### config.mk
export PLATFORM = sky130hd
export DESIGN_NAME = multicycle_control
export DESIGN_NICKNAME = d
export VERILOG_FILES = /design/src/rtl/multicycle_control.sv
export SDC_FILE = /design/constraint.sdc
export NUM_CORES = 1
export LEC_CHECK = 0
export BUFFER_PORTS_ARGS = -buffer_cell sky130_fd_sc_hd__clkbuf_2
export CAP_MARGIN = 20
export CORE_ASPECT_RATIO = 1.5
export CORE_MARGIN = 1
export CORE_UTILIZATION = 44
export DETAILED_ROUTE_END_ITERATION = 6
export PLACE_DENSITY = 0.83
export SYNTH_ARGS = -nofsm -noshare
export SYNTH_HDL_FRONTEND = slang
export SYNTH_SLANG_ARGS = --single-unit
### constraint.sdc
create_clock -name clk -period 1.5 [get_ports clk]
set_input_delay 0.075 -clock clk [delete_from_list [all_inputs] [get_ports clk]]
set_output_delay 0.075 -clock clk [all_outputs]
set_load 0.005 [all_outputs]
### src/rtl/multicycle_control.sv
// Multi-cycle RV32I control FSM: sequences FETCH/DECODE/EXEC/MEM/WB, latches the IR, traps on bad opcodes.
// Optional feature: define PERF_CNT_EN to add the instret retirement counter and its CNT_W parameter.
module multicycle_control #(
  parameter int unsigned ALU_W       = 4,
  parameter int unsigned MEM_TIMEOUT = 16
`ifdef PERF_CNT_EN
  ,
  parameter int unsigned CNT_W       = 32
`endif
) (
  input  logic             clk,
  input  logic             rst_n,
  output logic             imem_req,
  input  logic             imem_rvalid,
  input  logic [31:0]      imem_rdata,
  output logic [31:0]      instr,
  output logic             dmem_req,
  output logic             dmem_we,
  input  logic             dmem_ready,
  input  logic             branch_taken,
  output logic             register_write_en,
  output logic [ALU_W-1:0] alu_control_en,
  output logic             alu_src_imm,
  output logic [1:0]       wb_sel,
  output logic             pc_write_en,
  output logic [1:0]       pc_src,
  output logic             illegal_instr,
  output logic             mem_fault
`ifdef PERF_CNT_EN
  ,
  output logic [CNT_W-1:0] instret
`endif
);

  localparam int unsigned TMR_W = (MEM_TIMEOUT > 1) ? $clog2(MEM_TIMEOUT) : 1;

  localparam logic [6:0] OP_R      = 7'b0110011;
  localparam logic [6:0] OP_I      = 7'b0010011;
  localparam logic [6:0] OP_LOAD   = 7'b0000011;
  localparam logic [6:0] OP_STORE  = 7'b0100011;
  localparam logic [6:0] OP_BRANCH = 7'b1100011;
  localparam logic [6:0] OP_LUI    = 7'b0110111;
  localparam logic [6:0] OP_AUIPC  = 7'b0010111;
  localparam logic [6:0] OP_JAL    = 7'b1101111;
  localparam logic [6:0] OP_JALR   = 7'b1100111;

  localparam logic [3:0] ALU_ADD = 4'b0000;
  localparam logic [3:0] ALU_SUB = 4'b1000;

  typedef enum logic [2:0] {
    S_IDLE, S_FETCH, S_DECODE, S_EXEC, S_MEM, S_WB, S_TRAP
  } state_t;

  state_t           state, state_nxt;
  logic [TMR_W-1:0] timer;
  logic [6:0]       opcode;
  logic [2:0]       funct3;
  logic             known_op;
  logic             r_ok;
  logic             mem_expired;
  logic             set_illegal;
  logic             set_fault;

  assign opcode = instr[6:0];
  assign funct3 = instr[14:12];
  // Only ADD/SUB and SRL/SRA have an IR[30] variant among R-type ops.
  assign r_ok   = !instr[30] || (funct3 == 3'b000) || (funct3 == 3'b101);
  assign mem_expired = (MEM_TIMEOUT != 0) && (timer == TMR_W'(MEM_TIMEOUT - 1));

  always_comb begin : opcode_check
    known_op = 1'b0;
    case (opcode)
      OP_R, OP_I, OP_LOAD, OP_STORE, OP_BRANCH,
      OP_LUI, OP_AUIPC, OP_JAL, OP_JALR: known_op = 1'b1;
      default: known_op = 1'b0;
    endcase
  end

  always_ff @(posedge clk or negedge rst_n) begin : state_reg
    if (!rst_n) state <= S_IDLE;
    else        state <= state_nxt;
  end

  always_ff @(posedge clk or negedge rst_n) begin : ir_timer_flags
    if (!rst_n) begin
      instr         <= '0;
      timer         <= '0;
      illegal_instr <= 1'b0;
      mem_fault     <= 1'b0;
    end else begin
      if (state == S_FETCH && imem_rvalid) instr <= imem_rdata;
      timer <= (state == S_MEM) ? timer + TMR_W'(1) : '0;
      if (set_illegal) illegal_instr <= 1'b1;
      if (set_fault)   mem_fault     <= 1'b1;
    end
  end

`ifdef PERF_CNT_EN
  always_ff @(posedge clk or negedge rst_n) begin : perf_cnt
    if (!rst_n)           instret <= '0;
    else if (pc_write_en) instret <= instret + CNT_W'(1);
  end
`endif

  always_comb begin : fsm_comb
    state_nxt         = state;
    imem_req          = 1'b0;
    dmem_req          = 1'b0;
    dmem_we           = 1'b0;
    register_write_en = 1'b0;
    alu_control_en    = '0;
    alu_src_imm       = 1'b0;
    wb_sel            = 2'b00;
    pc_write_en       = 1'b0;
    pc_src            = 2'b00;
    set_illegal       = 1'b0;
    set_fault         = 1'b0;
    case (state)
      S_IDLE: state_nxt = S_FETCH;
      S_FETCH: begin
        imem_req = 1'b1;
        if (imem_rvalid) state_nxt = S_DECODE;
      end
      S_DECODE: begin
        if (known_op) begin
          state_nxt = S_EXEC;
        end else begin
          state_nxt   = S_TRAP;
          set_illegal = 1'b1;
        end
      end
      S_EXEC: begin
        alu_src_imm = (opcode != OP_R) && (opcode != OP_BRANCH);
        state_nxt   = S_WB;
        case (opcode)
          OP_R: begin
            if (r_ok) begin
              alu_control_en = ALU_W'({instr[30], funct3});
            end else begin
              state_nxt   = S_TRAP;
              set_illegal = 1'b1;
            end
          end
          OP_I: alu_control_en = ALU_W'({(funct3 == 3'b101) && instr[30], funct3});
          OP_LOAD, OP_STORE: begin
            alu_control_en = ALU_W'(ALU_ADD);
            state_nxt      = S_MEM;
          end
          OP_BRANCH: begin
            alu_control_en = ALU_W'(ALU_SUB);
            pc_write_en    = 1'b1;
            pc_src         = branch_taken ? 2'b01 : 2'b00;
            state_nxt      = S_FETCH;
          end
          default: alu_control_en = ALU_W'(ALU_ADD);
        endcase
      end
      S_MEM: begin
        dmem_req = 1'b1;
        dmem_we  = (opcode == OP_STORE);
        if (dmem_ready) begin
          if (opcode == OP_STORE) begin
            pc_write_en = 1'b1;
            state_nxt   = S_FETCH;
          end else begin
            state_nxt   = S_WB;
          end
        end else if (mem_expired) begin
          state_nxt = S_TRAP;
          set_fault = 1'b1;
        end
      end
      S_WB: begin
        register_write_en = (instr[11:7] != 5'd0);
        pc_write_en       = 1'b1;
        state_nxt         = S_FETCH;
        case (opcode)
          OP_JAL:  begin pc_src = 2'b01; wb_sel = 2'b10; end
          OP_JALR: begin pc_src = 2'b10; wb_sel = 2'b10; end
          OP_LUI:  wb_sel = 2'b11;
          OP_LOAD: wb_sel = 2'b01;
          default: wb_sel = 2'b00;
        endcase
      end
      S_TRAP: state_nxt = S_TRAP;
      default: state_nxt = S_IDLE;
    endcase
  end

endmodule

==> flow_summary.yaml <==
critical_path:
  cp.buffers_inverters: 2
  cp_max_fo: 4
  crit_path_start_kind: "flop"
  cp-end-kind: "output port"
  arrival_ns: 1.69
  timing.critical_path.cells: "and4bb_4, nand3_4, buf_6, nor2_2, a211o_1, clkbuf_2"
  critPathTopFamily: "simple AND/OR/NAND/NOR gates"
  startpoint: "instr[2]"
  cpMaxStageDelayCell: "dfrtp_1"
  cpPeakStageDelay_ns: 0.41
  critPathKind: "reg -> out"
  r2r-start: "state[2]"
  worst-endpoint-required_ns: 1.42
final_layout:
  final-seq-area_mm2: 0.00103
  antenna-diode-count: 0
  fillerInstances: 313
  postLayoutCoreUtil_pct: 76.6
  final_cells: 388
  area_delta_synth_final_pct: 68.2
  nNetsFinal: 359
  combined_area_of_the_multi_input_logic_cells_mm2: 0.00130
  final_layout_size_suffix_gt1_share_pct: 72.0
  number_of_flip_flops_under_the_largest_register_name: 32
logic_synthesis:
  synth_area_per_cell_um2: 12.8
  synth.cells.most_frequent: "41 x dfrtp_1, 28 x mux2_4, 11 x nor2_1, 8 x nand2_1"
  synth_largest_area_cell: "dfrtp_1"
  yosys_top_cell_area_share_pct: 46.8
  mappedNetlistArea_mm2: 0.00219
  synthMostInstantiatedCell: "dfrtp_1"
  postSynth.topFlopCell: "dfrtp_1"
  synthDistinctLibCells: 51
  synth_enable_flop_cells: 0
  top_cells_by_area_synth: "dfrtp_1 47%, mux2_4 19%, buf_6 2.1%, buf_8 2.1%, nor2_1 1.9%"
  ys_seq_area_share_pct: 46.8
  yosysWarnings: 0
  mappedNetlistNets: 209
  synth-async-reset-ratio_pct: 100
  postSynthRegisterBits: 41
  postSynthCellCount: 171
sta:
  max_freq_mhz: 566
  timing.final.crit_share_pct: 118
  worst_clock_skew_ns: 0.0111
  final_setup_slack_of_the_worst_path_ns: -0.268
  grt_setup_unrepaired: "yes"
  holdWs_ns: 0.00127
  timing_hold_violations_final: 0
  timing.final.crit_period_ns: 1.77
  timing.max_slew.rel_slack_pct: 64.7
  tightest_slew_ns: 0.530
  finalSetupViolations: 47
  timing_max_transition_violations_final: 0
placed_design:
  finalWeightedCongestion: 0.984
  place_hpwl_um: 4160
  place_inst: 343
  buffer_ports.inserted: 84
cts:
  clockRootBuffer: "clkbuf_8"
  cts_max_path_buffers: 2
  worstSkewPairLatency_ns: 0.30
  clock_tree_from_tritoncts: "built"
  cts.sinks: 41
  number_of_clock_buffers_inserted_by_tritoncts: 5
  clkSlewWorstSetupHoldPaths_ns: 0.08
  h_tree_depth: 2
pwr:
  highest_ir_drop_seen_on_vdd_mv: 1.38
  power_density_mw_per_mm2: 2180
  power.leakage_nw: 1.79
routing:
  vias: 2067
  detail_route.wl_per_cell_um: 18.9
  detailedRoute.firstIterationViolations: 108
  drtPass1Iterations: 4
  vias_per_cell: 5.33
  ant_nets: 0
  routed_wirelength_um: 7340
  remaining_drc_errors: 0
die:
  die_x_um: 59.6
  die-area_mm2: 0.00527
  ioPinCount: 85
  start_util_pct: 45.6
  row_count: 31
  die_height_um: 88.4
  core_mm2: 0.00481
outcome:
  violations_in_the_final_reports: "negative setup slack"
  status: "finished, violations left"
global_route:
  initial_antenna_violation_count: 0
  via_count_of_the_first_global_routing_pass: 2016
  grt_max_degree: 25
  grt_first_pass_wirelength_um: 9550
  track_usage_pct: 25.2
  overflow: 0
min_path:
  min-delay-path-class: "in -> reg"
  hold_path.startpoint: "imem_rdata[1]"
flow_run:
  maxCapViolations: 0
repair_timing:
action | in CTS | in global routing
setup endpoints to repair | 16 | 48
hold endpoints to repair | 18 | 6
pin swaps | 17 | 15
gates resized for setup | 53 | 31
buffers inserted | 18 | 12
hold buffers | 2 | 6
cloned | 0 | 3
cell usage in the layout (no fill, tap or decap), types with 3 or more instances in the layout:
master / instances
buf_12: 4
and3_4: 4
dfrtp_1: 39
mux2_4: 28
inv_4: 3
buf_4: 38
nor3_2: 3
mux2_2: 3
buf_6: 15
nand2_1: 6
dlygate4sd3_1: 8
clkbuf_16: 3
and2_1: 3
buf_2: 8
clkbuf_2: 76
nor2_1: 8
clkbuf_8: 5
where the power goes:
group / internal (mW) / switching [mW] / total (mW)
Sequential: 1.62 / 0.444 / 2.07
Combinational: 2.81 / 2.09 / 4.90
Clock: 0.661 / 0.400 / 1.06
Total: 5.09 / 2.94 / 8.03
cells by family after synthesis:
| kind of cell | count (synthesis) | synth area share, % |
|---|---|---|
| buffers and inverters | 15 | 5.71 |
| muxes | 31 | 20.7 |
| xor gates and xnor gates | 4 | 1.60 |
| adders and majority gates | 1 | 0.571 |
| DFF | 41 | 46.8 |
| AOI/OAI and AO/OA | 24 | 9.25 |
| and+or+nand+nor | 55 | 15.3 |
worst paths after layout:
| check | to | slack, ns | cells past startpoint |
|---|---|---|---|
| setup / recovery | pc_write_en | -0.27 | 6 |
| max in group asynchronous | instr[4] | 0.71 | 3 |
| hold / removal | instr[1] | 0.001 | 2 |
| hold reg to reg | timer[0] | 0.46 | 1 |
| min in group asynchronous | timer[2] | 0.27 | 2 |
| setup reg to reg | instr[9] | -0.17 | 5 |
metal layers:
| layer | wire length, um | GRT usage, % | up-vias | share of wire [%] |
|---|---|---|---|---|
| met5 | 0 | 0 | - | 0 |
| met4 | 444 | 14.0 | 0 | 6.1 |
| met3 | 386 | 5.85 | 34 | 5.3 |
| met2 | 4020 | 44.9 | 96 | 55 |
| met1 | 2490 | 26.6 | 1014 | 34 |
| li1 | - | - | 923 | - |
stage by stage:
stage | power [mW] | setup TNS [ns] | setup WS [ns] | area [um^2]
global placement | 5.22 | -0.0351 | -0.0351 | 2870
detailed placement | 5.32 | -0.0877 | -0.0458 | 2870
floorplan | 3.94 | -0.00266 | -0.00266 | 2190
finish | 8.03 | -6.70 | -0.268 | 3680
global route | 8.41 | -8.73 | -0.295 | 3680
CTS | 7.14 | -3.41 | -0.173 | 3350
cell type report:
| type | instances | area share, % |
|---|---|---|
| multi-input combinational | 115 | 35.3 |
| tap | 66 | 2.24 |
| clock buffer | 5 | 1.87 |
| clock inverter | 3 | 1.77 |
| inverter | 6 | 0.815 |
| timing repair buffer | 152 | 30.1 |
| sequential | 41 | 27.9 |
No activity file was read; power rests on OpenSTA's default activity.
